File: src/rtl/alu_driver.sv
// rtl/alu_driver.sv - sequencing initiator for the 8-bit combinational ALU
//
// Accepts one request at a time and drives the ALU from registers. It waits a
// per-opcode settle time, then captures the ALU result and returns it over a
// response handshake.
//
// Ports:
//   clk, rst_n                 clock (rising edge), synchronous active-low reset
//   req_valid/req_ready        request handshake; req_op/req_a/req_b carry the payload
//   A, B, F                    registered operands/opcode driven to the ALU
//   S, G, CarryOut             ALU result, A>B flag, carry/borrow
//   rsp_valid/rsp_ready        response handshake
//   rsp_s/rsp_carry/rsp_gt     captured result and flags
//   rsp_op                     opcode of the response
//   op_count                   completed responses, wraps modulo 2^16
module alu_driver #(
  parameter int unsigned WAIT_ADD   = 7,
  parameter int unsigned WAIT_MAX   = 8,
  parameter int unsigned WAIT_CLR   = 2,
  parameter int unsigned WAIT_LOGIC = 6,
  parameter int unsigned WAIT_DBL   = 1
) (
  input  logic        clk,
  input  logic        rst_n,
  input  logic        req_valid,
  output logic        req_ready,
  input  logic [2:0]  req_op,
  input  logic [7:0]  req_a,
  input  logic [7:0]  req_b,
  output logic [7:0]  A,
  output logic [7:0]  B,
  output logic [2:0]  F,
  input  logic [7:0]  S,
  input  logic        G,
  input  logic        CarryOut,
  output logic        rsp_valid,
  input  logic        rsp_ready,
  output logic [7:0]  rsp_s,
  output logic        rsp_carry,
  output logic        rsp_gt,
  output logic [2:0]  rsp_op,
  output logic [15:0] op_count
);

  localparam int unsigned W01  = (WAIT_ADD > WAIT_MAX) ? WAIT_ADD : WAIT_MAX;
  localparam int unsigned W23  = (WAIT_CLR > WAIT_LOGIC) ? WAIT_CLR : WAIT_LOGIC;
  localparam int unsigned W03  = (W01 > W23) ? W01 : W23;
  localparam int unsigned WTOP = (W03 > WAIT_DBL) ? W03 : WAIT_DBL;
  localparam int unsigned CW   = $clog2(WTOP + 1);

  typedef enum logic [1:0] {
    ST_IDLE = 2'd0,
    ST_WAIT = 2'd1,
    ST_RESP = 2'd2
  } state_t;

  state_t        state_q;
  logic [CW-1:0] cnt_q;
  logic [7:0]    a_q;
  logic [7:0]    b_q;
  logic [2:0]    f_q;
  logic          rsp_valid_q;
  logic [7:0]    rsp_s_q;
  logic          rsp_carry_q;
  logic          rsp_gt_q;
  logic [2:0]    rsp_op_q;
  logic [15:0]   op_count_q;
  logic [7:0]    rsp_s_d;

  function automatic logic [CW-1:0] wait_for(input logic [2:0] op);
    case (op)
      3'b000, 3'b001, 3'b011: wait_for = CW'(WAIT_ADD);
      3'b010:                 wait_for = CW'(WAIT_MAX);
      3'b100:                 wait_for = CW'(WAIT_CLR);
      3'b101, 3'b110:         wait_for = CW'(WAIT_LOGIC);
      default:                wait_for = CW'(WAIT_DBL);
    endcase
  endfunction

  // The ALU does not update S for max when A >= B, so the answer is A itself.
  always_comb begin
    rsp_s_d = S;
    if (f_q == 3'b010 && a_q >= b_q) begin
      rsp_s_d = a_q;
    end
  end

  // req_ready is held low while rst_n is low.
  assign req_ready = rst_n && (state_q == ST_IDLE);

  always_ff @(posedge clk) begin
    if (!rst_n) begin
      state_q     <= ST_IDLE;
      cnt_q       <= '0;
      a_q         <= '0;
      b_q         <= '0;
      f_q         <= '0;
      rsp_valid_q <= 1'b0;
      rsp_s_q     <= '0;
      rsp_carry_q <= 1'b0;
      rsp_gt_q    <= 1'b0;
      rsp_op_q    <= '0;
      op_count_q  <= '0;
    end else begin
      case (state_q)
        ST_IDLE: begin
          if (req_valid) begin
            a_q     <= req_a;
            b_q     <= req_b;
            f_q     <= req_op;
            cnt_q   <= wait_for(req_op);
            state_q <= ST_WAIT;
          end
        end
        ST_WAIT: begin
          cnt_q <= cnt_q - CW'(1);
          // cnt == 1 marks the last settle cycle, so the ALU outputs are valid now.
          if (cnt_q == CW'(1)) begin
            rsp_s_q     <= rsp_s_d;
            rsp_carry_q <= CarryOut;
            rsp_gt_q    <= G;
            rsp_op_q    <= f_q;
            rsp_valid_q <= 1'b1;
            state_q     <= ST_RESP;
          end
        end
        ST_RESP: begin
          if (rsp_ready) begin
            rsp_valid_q <= 1'b0;
            op_count_q  <= op_count_q + 16'd1;
            state_q     <= ST_IDLE;
          end
        end
        default: state_q <= ST_IDLE;
      endcase
    end
  end

  assign A         = a_q;
  assign B         = b_q;
  assign F         = f_q;
  assign rsp_valid = rsp_valid_q;
  assign rsp_s     = rsp_s_q;
  assign rsp_carry = rsp_carry_q;
  assign rsp_gt    = rsp_gt_q;
  assign rsp_op    = rsp_op_q;
  assign op_count  = op_count_q;

endmodule

File: config.mk
export PLATFORM = sky130hd
export DESIGN_NAME = alu_driver
export DESIGN_NICKNAME = d
export VERILOG_FILES = /design/src/rtl/alu_driver.sv
export SDC_FILE = /design/constraint.sdc
export NUM_CORES = 1
export LEC_CHECK = 0
export ABC_CLOCK_PERIOD_IN_PS = 1700
export CAP_MARGIN = 0
export CORE_UTILIZATION = 41
export DETAILED_ROUTE_END_ITERATION = 8
export GPL_TIMING_DRIVEN = 0
export PLACE_DENSITY = 0.73
export SLEW_MARGIN = 0
export SYNTH_ARGS = -nofsm -noshare
export SYNTH_HDL_FRONTEND = slang
export SYNTH_SLANG_ARGS = --single-unit
File: constraint.sdc
create_clock -name clk -period 1.7 [get_ports clk]
set_input_delay 0.34 -clock clk [delete_from_list [all_inputs] [get_ports clk]]
set_output_delay 0.34 -clock clk [all_outputs]
set_load 0.005 [all_outputs]
==> qor.yml, run 1 <==
cells_and_area:
  seqCellArea_um2: 1120
  fin_nets: 439
  multi_input_comb_area_um2: 1380
  finish.utilization_pct: 60.9
  fillerInstances: 541
  diodes: 0
  syn_to_final_growth_pct: 43.1
  layout-drive-gt1-share_pct: 11.7
cts:
  htreeDepth: 2
  clkTransAtPathRegs_ps: 90
  cts_tree: "yes"
  numCtsBuffers: 5
  cts-root-buf: "clkbuf_8"
  clock_sink_count: 55
  clkLatencyLatePin_ps: 300
  clk_path_buf_depth: 2
grt:
  gr-usage-all-layers_pct: 21.7
  grt_busiest_layer: "met2"
  grt_pass1_vias: 2283
  grtUsageMet3_pct: 5.23
  grt_pass1_wl_um: 10800
  gr-total-overflow: 0
  antenna_found_initial: 0
  use_met1_pct: 28.1
  use_met2_pct: 34.6
  grt_max_degree: 15
power_and_ir_drop:
  internal_power_mw: 1.93
  peakVddDrop_uv: 398
  combPwrFrac_pct: 22.2
  power_switching_share_pct: 27.4
  pwr-share-seq_pct: 52.9
  switchingPower_uw: 729
  leakagePower_nw: 1.32
  cellPowerDensity_nw_per_um2: 734
  p_clk_share_pct: 24.9
critical_path:
  crit_family: "compound AO/OA/AOI/OAI gates"
  critPathBufInv: 2
  cp_slowest_cell: "dfxtp_2"
  crit_path_max_fanout: 8
  critPathCaptureType: "register"
  start_kind: "register"
  max_stage_delay_ps: 360
  critical_path_required_ps: 1890
  crit_chain: "inv_2, ha_4, nand2b_4, a2111oi_4, buf_4, o21bai_4, nand3_1, a31oi_1"
  startpoint: "A[0]"
  critPathKind: "reg2reg"
  reg2reg_from: "A[0]"
  critPathArrivalTime_ps: 1910
placed_design:
  dp.final_hpwl_um: 4790
  portBuffers: 81
  place.gp.congestion: 0.765
route:
  drc: 0
  dr.pass1.iters: 4
  dr_total_vias: 2426
  drtIter0Drc: 87
  wire_per_inst_um: 14.3
  via_per_inst: 5.17
  routed_wl_um: 6700
  antenna_left: 0
synthesis:
  synth_edf_count: 0
  ys_types: 38
  syn_area_per_cell_um2: 8.37
  syn_nets: 347
  ys_seq_area_share_pct: 43.4
  synth_top_family_by_area: "simple AND/OR/NAND/NOR gates"
  netlist_instances: 303
  synthSimpleGateAreaFrac_pct: 22.9
  ys_async_sr_fraction_pct: 0
  syn-cell-area_um2: 2540
  synth_mux_area_share_pct: 2.37
  synthFlopType: "dfxtp_1"
  synth_xor_area_share_pct: 6.22
  ys_ff_latch: 55
  synth_adder_area_share_pct: 5.43
  yosys_warnings: 0
  synth-compound-area-share_pct: 15.0
sta:
  final-max-slew-violation-count: 0
  period_share_pct: 101
  finalSetupTns_ps: -36.4
  worst_pin_slew_ps: 505
  setup_viol_count_final: 5
  hold_viol: 0
  rsz0062_at_grt: "true"
  max_freq_mhz: 582
  slew_headroom_pct: 66.3
  period_minus_slack_ps: 1720
  finalClockSkew_ps: 10.1
  setup_slack_ps: -19.0
floorplan:
  die_y_um: 80.7
  fp-row-count: 28
  io_pins: 83
  die_x_um: 80.7
  coreArea_um2: 5960
  start_util_pct: 42.6
  dieArea_um2: 6500
outcome:
  outcome: "complete, but fails checks"
  violations: "setup timing"
min_path:
  min_path_type: "in2reg"
  hold_path_startpoint: "rst_n"
job:
  drv_cap: 0
[Yosys cell counts, types with 2 or more instances]
cell / count / area, um2
ha_1: 11 / 138
dfxtp_1: 55 / 1100
a21oi_1: 25 / 125
xnor2_1: 8 / 70.1
o211ai_1: 2 / 15.0
xor2_1: 10 / 87.6
and3_1: 4 / 25.0
nand2_1: 51 / 191
and2_1: 3 / 18.8
and4_1: 5 / 43.8
mux2i_1: 6 / 60.1
o21ai_0: 18 / 90.1
nand3_1: 18 / 90.1
a31oi_1: 9 / 56.3
buf_2: 4 / 20.0
clkbuf_1: 8 / 30.0
nor2_1: 31 / 116
nand2b_1: 5 / 31.3
inv_1: 11 / 41.3
[cell usage in the layout (no fill, tap or decap), drive strengths merged, types with 5 or more instances in the layout]
cell           netlist  final
a21oi               25     25
a31oi                9      9
and3                 5      5
and4                 5      5
buf                  7     10
clkbuf               8     15
clkdlybuf4s50        0     80
dfxtp               55     55
ha                  11     11
inv                 12     12
mux2i                6      6
nand2               51     51
nand2b               6      6
nand3               18     18
nor2                31     31
o21ai               19     19
xnor2                8      8
xor2                10     10
[through the flow]
| step | total power [mW] | hold WS [ps] | setup slack, ps | cells | area, um2 |
|---|---|---|---|---|---|
| floorplan | 1.73 | 458 | 19.8 | 303 | 2540 |
| global placement | 1.97 | 456 | -147 | 459 | 3440 |
| detailed placement | 1.98 | 471 | -151 | 459 | 3440 |
| CTS | 2.66 | 457 | -5.31 | 467 | 3570 |
| global route | 2.81 | 484 | -75.0 | 469 | 3630 |
| finish | 2.66 | 457 | -19.0 | 469 | 3630 |
[logic make-up (layout without fill, tap and decap cells)]
family | Yosys count | after routing
DFF | 55 | 55
adders and majority gates | 11 | 11
muxes | 6 | 6
AOI/OAI and AO/OA | 61 | 61
buffers and inverters | 27 | 118
xor gates and xnor gates | 18 | 18
and+or+nand+nor | 125 | 125
[what timing repair did]
action / CTS / global route
pin swaps: 12 / 7
endpoints found under the setup margin: 9 / 11
hold buffers: 0 / 0
cloned: 0 / 0
resized for setup: 17 / 12
setup buffers: 2 / 2
[registers in the layout, summed over array words and instances, names as in the netlist]
| signal | count |
|---|---|
| A | 8 |
| B | 8 |
| F | 3 |
| cnt_q | 4 |
| op_count | 16 |
| rsp_carry | 1 |
| rsp_gt | 1 |
| rsp_op | 3 |
| rsp_s | 8 |
| rsp_valid | 1 |
| state_q | 2 |
[final timing paths]
| kind | endpoint | slack [ps] | cells after the start |
|---|---|---|---|
| max | rsp_s[2] | -20 | 8 |
| min | rsp_s[1] | 460 | 3 |
| max reg2reg | rsp_s[2] | -20 | 8 |
| min reg2reg | B[5] | 470 | 2 |
[final cells by class]
class                           instances  share of cell area [%]
Multi-Input combinational cell        221                    38.0
Sequential cell                        55                    30.9
Timing Repair Buffer                   85                    23.1
Tap cell                               75                    2.59
Buffer                                 15                    2.07
Clock buffer                            6                    2.00
Inverter                               12                    1.24
[power groups by stage]
stage | clock network [mW] | registers, mW | logic, mW
after floorplan | 0 | 1.42 | 0.303
after global placement | 0 | 1.43 | 0.540
after detailed placement | 0 | 1.43 | 0.553
after CTS | 0.688 | 1.40 | 0.574
after global routing | 0.745 | 1.42 | 0.650
final | 0.663 | 1.41 | 0.592
[routing by layer]
| metal | up-vias | wire [um] |
|---|---|---|
| met1 | 1143 | 3070 |
| met4 | 0 | 89 |
| met3 | 7 | 467 |
| met5 | - | 0 |
| met2 | 70 | 3080 |
| li1 | 1206 | - |
[worst min-delay path: cells and delay by family]
family / cells / cell delay, ps
buffers and inverters: 1 / 200
AOI/OAI and AO/OA: 2 / 180
Power figures use the tool's default switching activity.
==> run 2, diff against run 1 <==
SETUP_SLACK_MARGIN = 0.15   (was not set)
==> run 2 against run 1 <==
  * Highest routed layer unchanged
  * First-iteration DRC count is 13% higher
  * Critical path depth stayed put
  * Critical endpoint is now rsp_s[4]
  * The run still ends with setup timing left
  * Clock power is 35% higher
  * Combinational power is 9.3% higher
  * Sequential power hardly changed
  * Worst hold slack worse by 75 ps
  * Flip-flop and latch count stayed put
  * Worst setup slack worse by 31 ps
  * Core utilization is 6.3 points higher
==> qor.yml, run 2 (synthesis results as in run 1) <==
outcome:
  violations: "setup timing"
  outcome: "complete, but fails checks"
cells_and_area:
  layout-drive-gt1-share_pct: 25.1
  syn_to_final_growth_pct: 57.9
  fin_nets: 461
  largest_reg_flops: 16
  layout_commonest_cell: "clkdlybuf4s50_1"
  fin_cells: 493
  layout_common_cells: "clkdlybuf4s50_1, nand2_1, nor2_1, dfxtp_2, buf_4"
  fillerInstances: 456
  finish.utilization_pct: 67.2
  diodes: 0
sta:
  final-max-slew-violation-count: 0
  finalClockSkew_ps: 11.4
  finalSetupTns_ps: -253
  max_freq_mhz: 571
  period_minus_slack_ps: 1750
  setup_viol_count_final: 8
  hold_viol: 0
  slew_headroom_pct: 65.6
  rsz0062_at_grt: "true"
  setup_slack_ps: -49.8
  worst_pin_slew_ps: 516
  period_share_pct: 103
placed_design:
  dp_slack_ps: -172
  portBuffers: 81
  place_inst: 459
  place.gp.congestion: 0.803
  dp.final_hpwl_um: 4790
cts:
  clock_sink_count: 55
  cts_tree: "yes"
  clk_path_buf_depth: 2
  numCtsBuffers: 5
  clkLatencyLatePin_ps: 310
  clkTransAtPathRegs_ps: 110
  cts-root-buf: "clkbuf_8"
  htreeDepth: 2
critical_path:
  crit_path_max_fanout: 8
  cp_slowest_cell: "dfxtp_2"
  critical_path_required_ps: 1890
  crit_chain: "inv_2, ha_4, nand2b_4, a2111oi_4, buf_4, o21bai_4, nand3_2, a31oi_1"
  max_stage_delay_ps: 360
  critPathKind: "reg2reg"
  critPathArrivalTime_ps: 1940
  start_kind: "register"
  critPathCaptureType: "register"
power_and_ir_drop:
  leakagePower_nw: 1.81
  peakVddDrop_uv: 426
  cellPowerDensity_nw_per_um2: 733
route:
  drtIter0Drc: 98
  wire_per_inst_um: 14.6
  dr.pass1.iters: 4
  via_per_inst: 5.09
  antenna_left: 0
  drc: 0
  dr_total_vias: 2509
  routed_wl_um: 7180
grt:
  gr-usage-all-layers_pct: 21.0
  antenna_found_initial: 0
  grt_max_degree: 19
  grt_pass1_wl_um: 10500
  grt_pass1_vias: 2246
  gr-total-overflow: 0
floorplan:
  io_pins: 83
  die_y_um: 80.7
  fp-row-count: 28
  die_x_um: 80.7
  dieArea_um2: 6500
  coreArea_um2: 5960
  start_util_pct: 42.6
job:
  drv_cap: 0
min_path:
  min_path_type: "in2reg"
## run 2: cell types whose count changed in the layout (fill, tap and decap cells not counted), moves of 3 or more
cell,before,now
buf_4,5,26
buf_6,1,4
clkdlybuf4s50_1,80,58
dfxtp_1,40,16
dfxtp_2,14,27
dfxtp_4,1,12
dlygate4sd2_1,1,4
dlymetal6s2s_1,0,18
nand3_1,14,11
nand3_2,4,7
o21ai_0,17,10
o21ai_1,2,8
## run 2: final cells by class
class                      count  area [um2]  area share [%]
inverter                      12        45.0            1.13
sequential                    55        1180            29.5
multi-input combinational    221        1440            35.8
buffer                        15        92.6            2.31
timing repair buffer         107        1040            26.0
tap                           75        93.8            2.34
clock inverter                 3        47.5            1.19
clock buffer                   5        68.8            1.72
## run 2: final timing paths
kind	from	to	slack, ps	cells after the start
max	A[0]	rsp_s[4]	-50	8
min	rsp_ready	state_q[1]	380	4
max reg2reg	A[0]	rsp_s[4]	-50	8
min reg2reg	B[5]	B[5]	470	2
## run 2: metrics by stage
stage	power, mW	area (um2)	hold WS, ps
2_1_floorplan	1.73	2540	458
3_3_place_gp	1.97	3440	462
3_5_place_dp	1.98	3440	469
4_1_cts	2.88	3700	454
5_1_grt	3.08	4000	400
6_report	2.94	4000	382
## run 2: power by group
part	leakage (nW)	switching [mW]	internal (mW)	total (mW)
logic	1.28	0.311	0.335	0.647
clock network	0.0587	0.448	0.447	0.895
registers	0.469	0.0520	1.34	1.39
total	1.81	0.811	2.12	2.94
## run 2: worst max-delay path, delay by kind of cell (launching register included)
family	cells	cell delay, ps
buffers and inverters	2	230
adder cells (fa/ha/maj)	1	220
flip-flops	1	360
AO/OA/AOI/OAI	3	570
AND/OR/NAND/NOR	2	250
## run 2: timing repair
item,in CTS,in global routing
hold buffers,0,0
setup buffers,7,19
pin swaps,14,10
resized for setup,45,61
setup endpoints to repair,36,61
## run 2: per-layer routing
metal,GRT usage (%),share of wire [%]
met1,25.8,45
met2,36.2,49
met3,4.43,4.4
met4,7.14,1.9
met5,0,0
==> run 3, diff against run 2 <==
CTS_CLUSTER_SIZE = 30   (was not set)
==> results of run 3 <==
No change in the layout: final DEF, timing and power equal those of run 2.
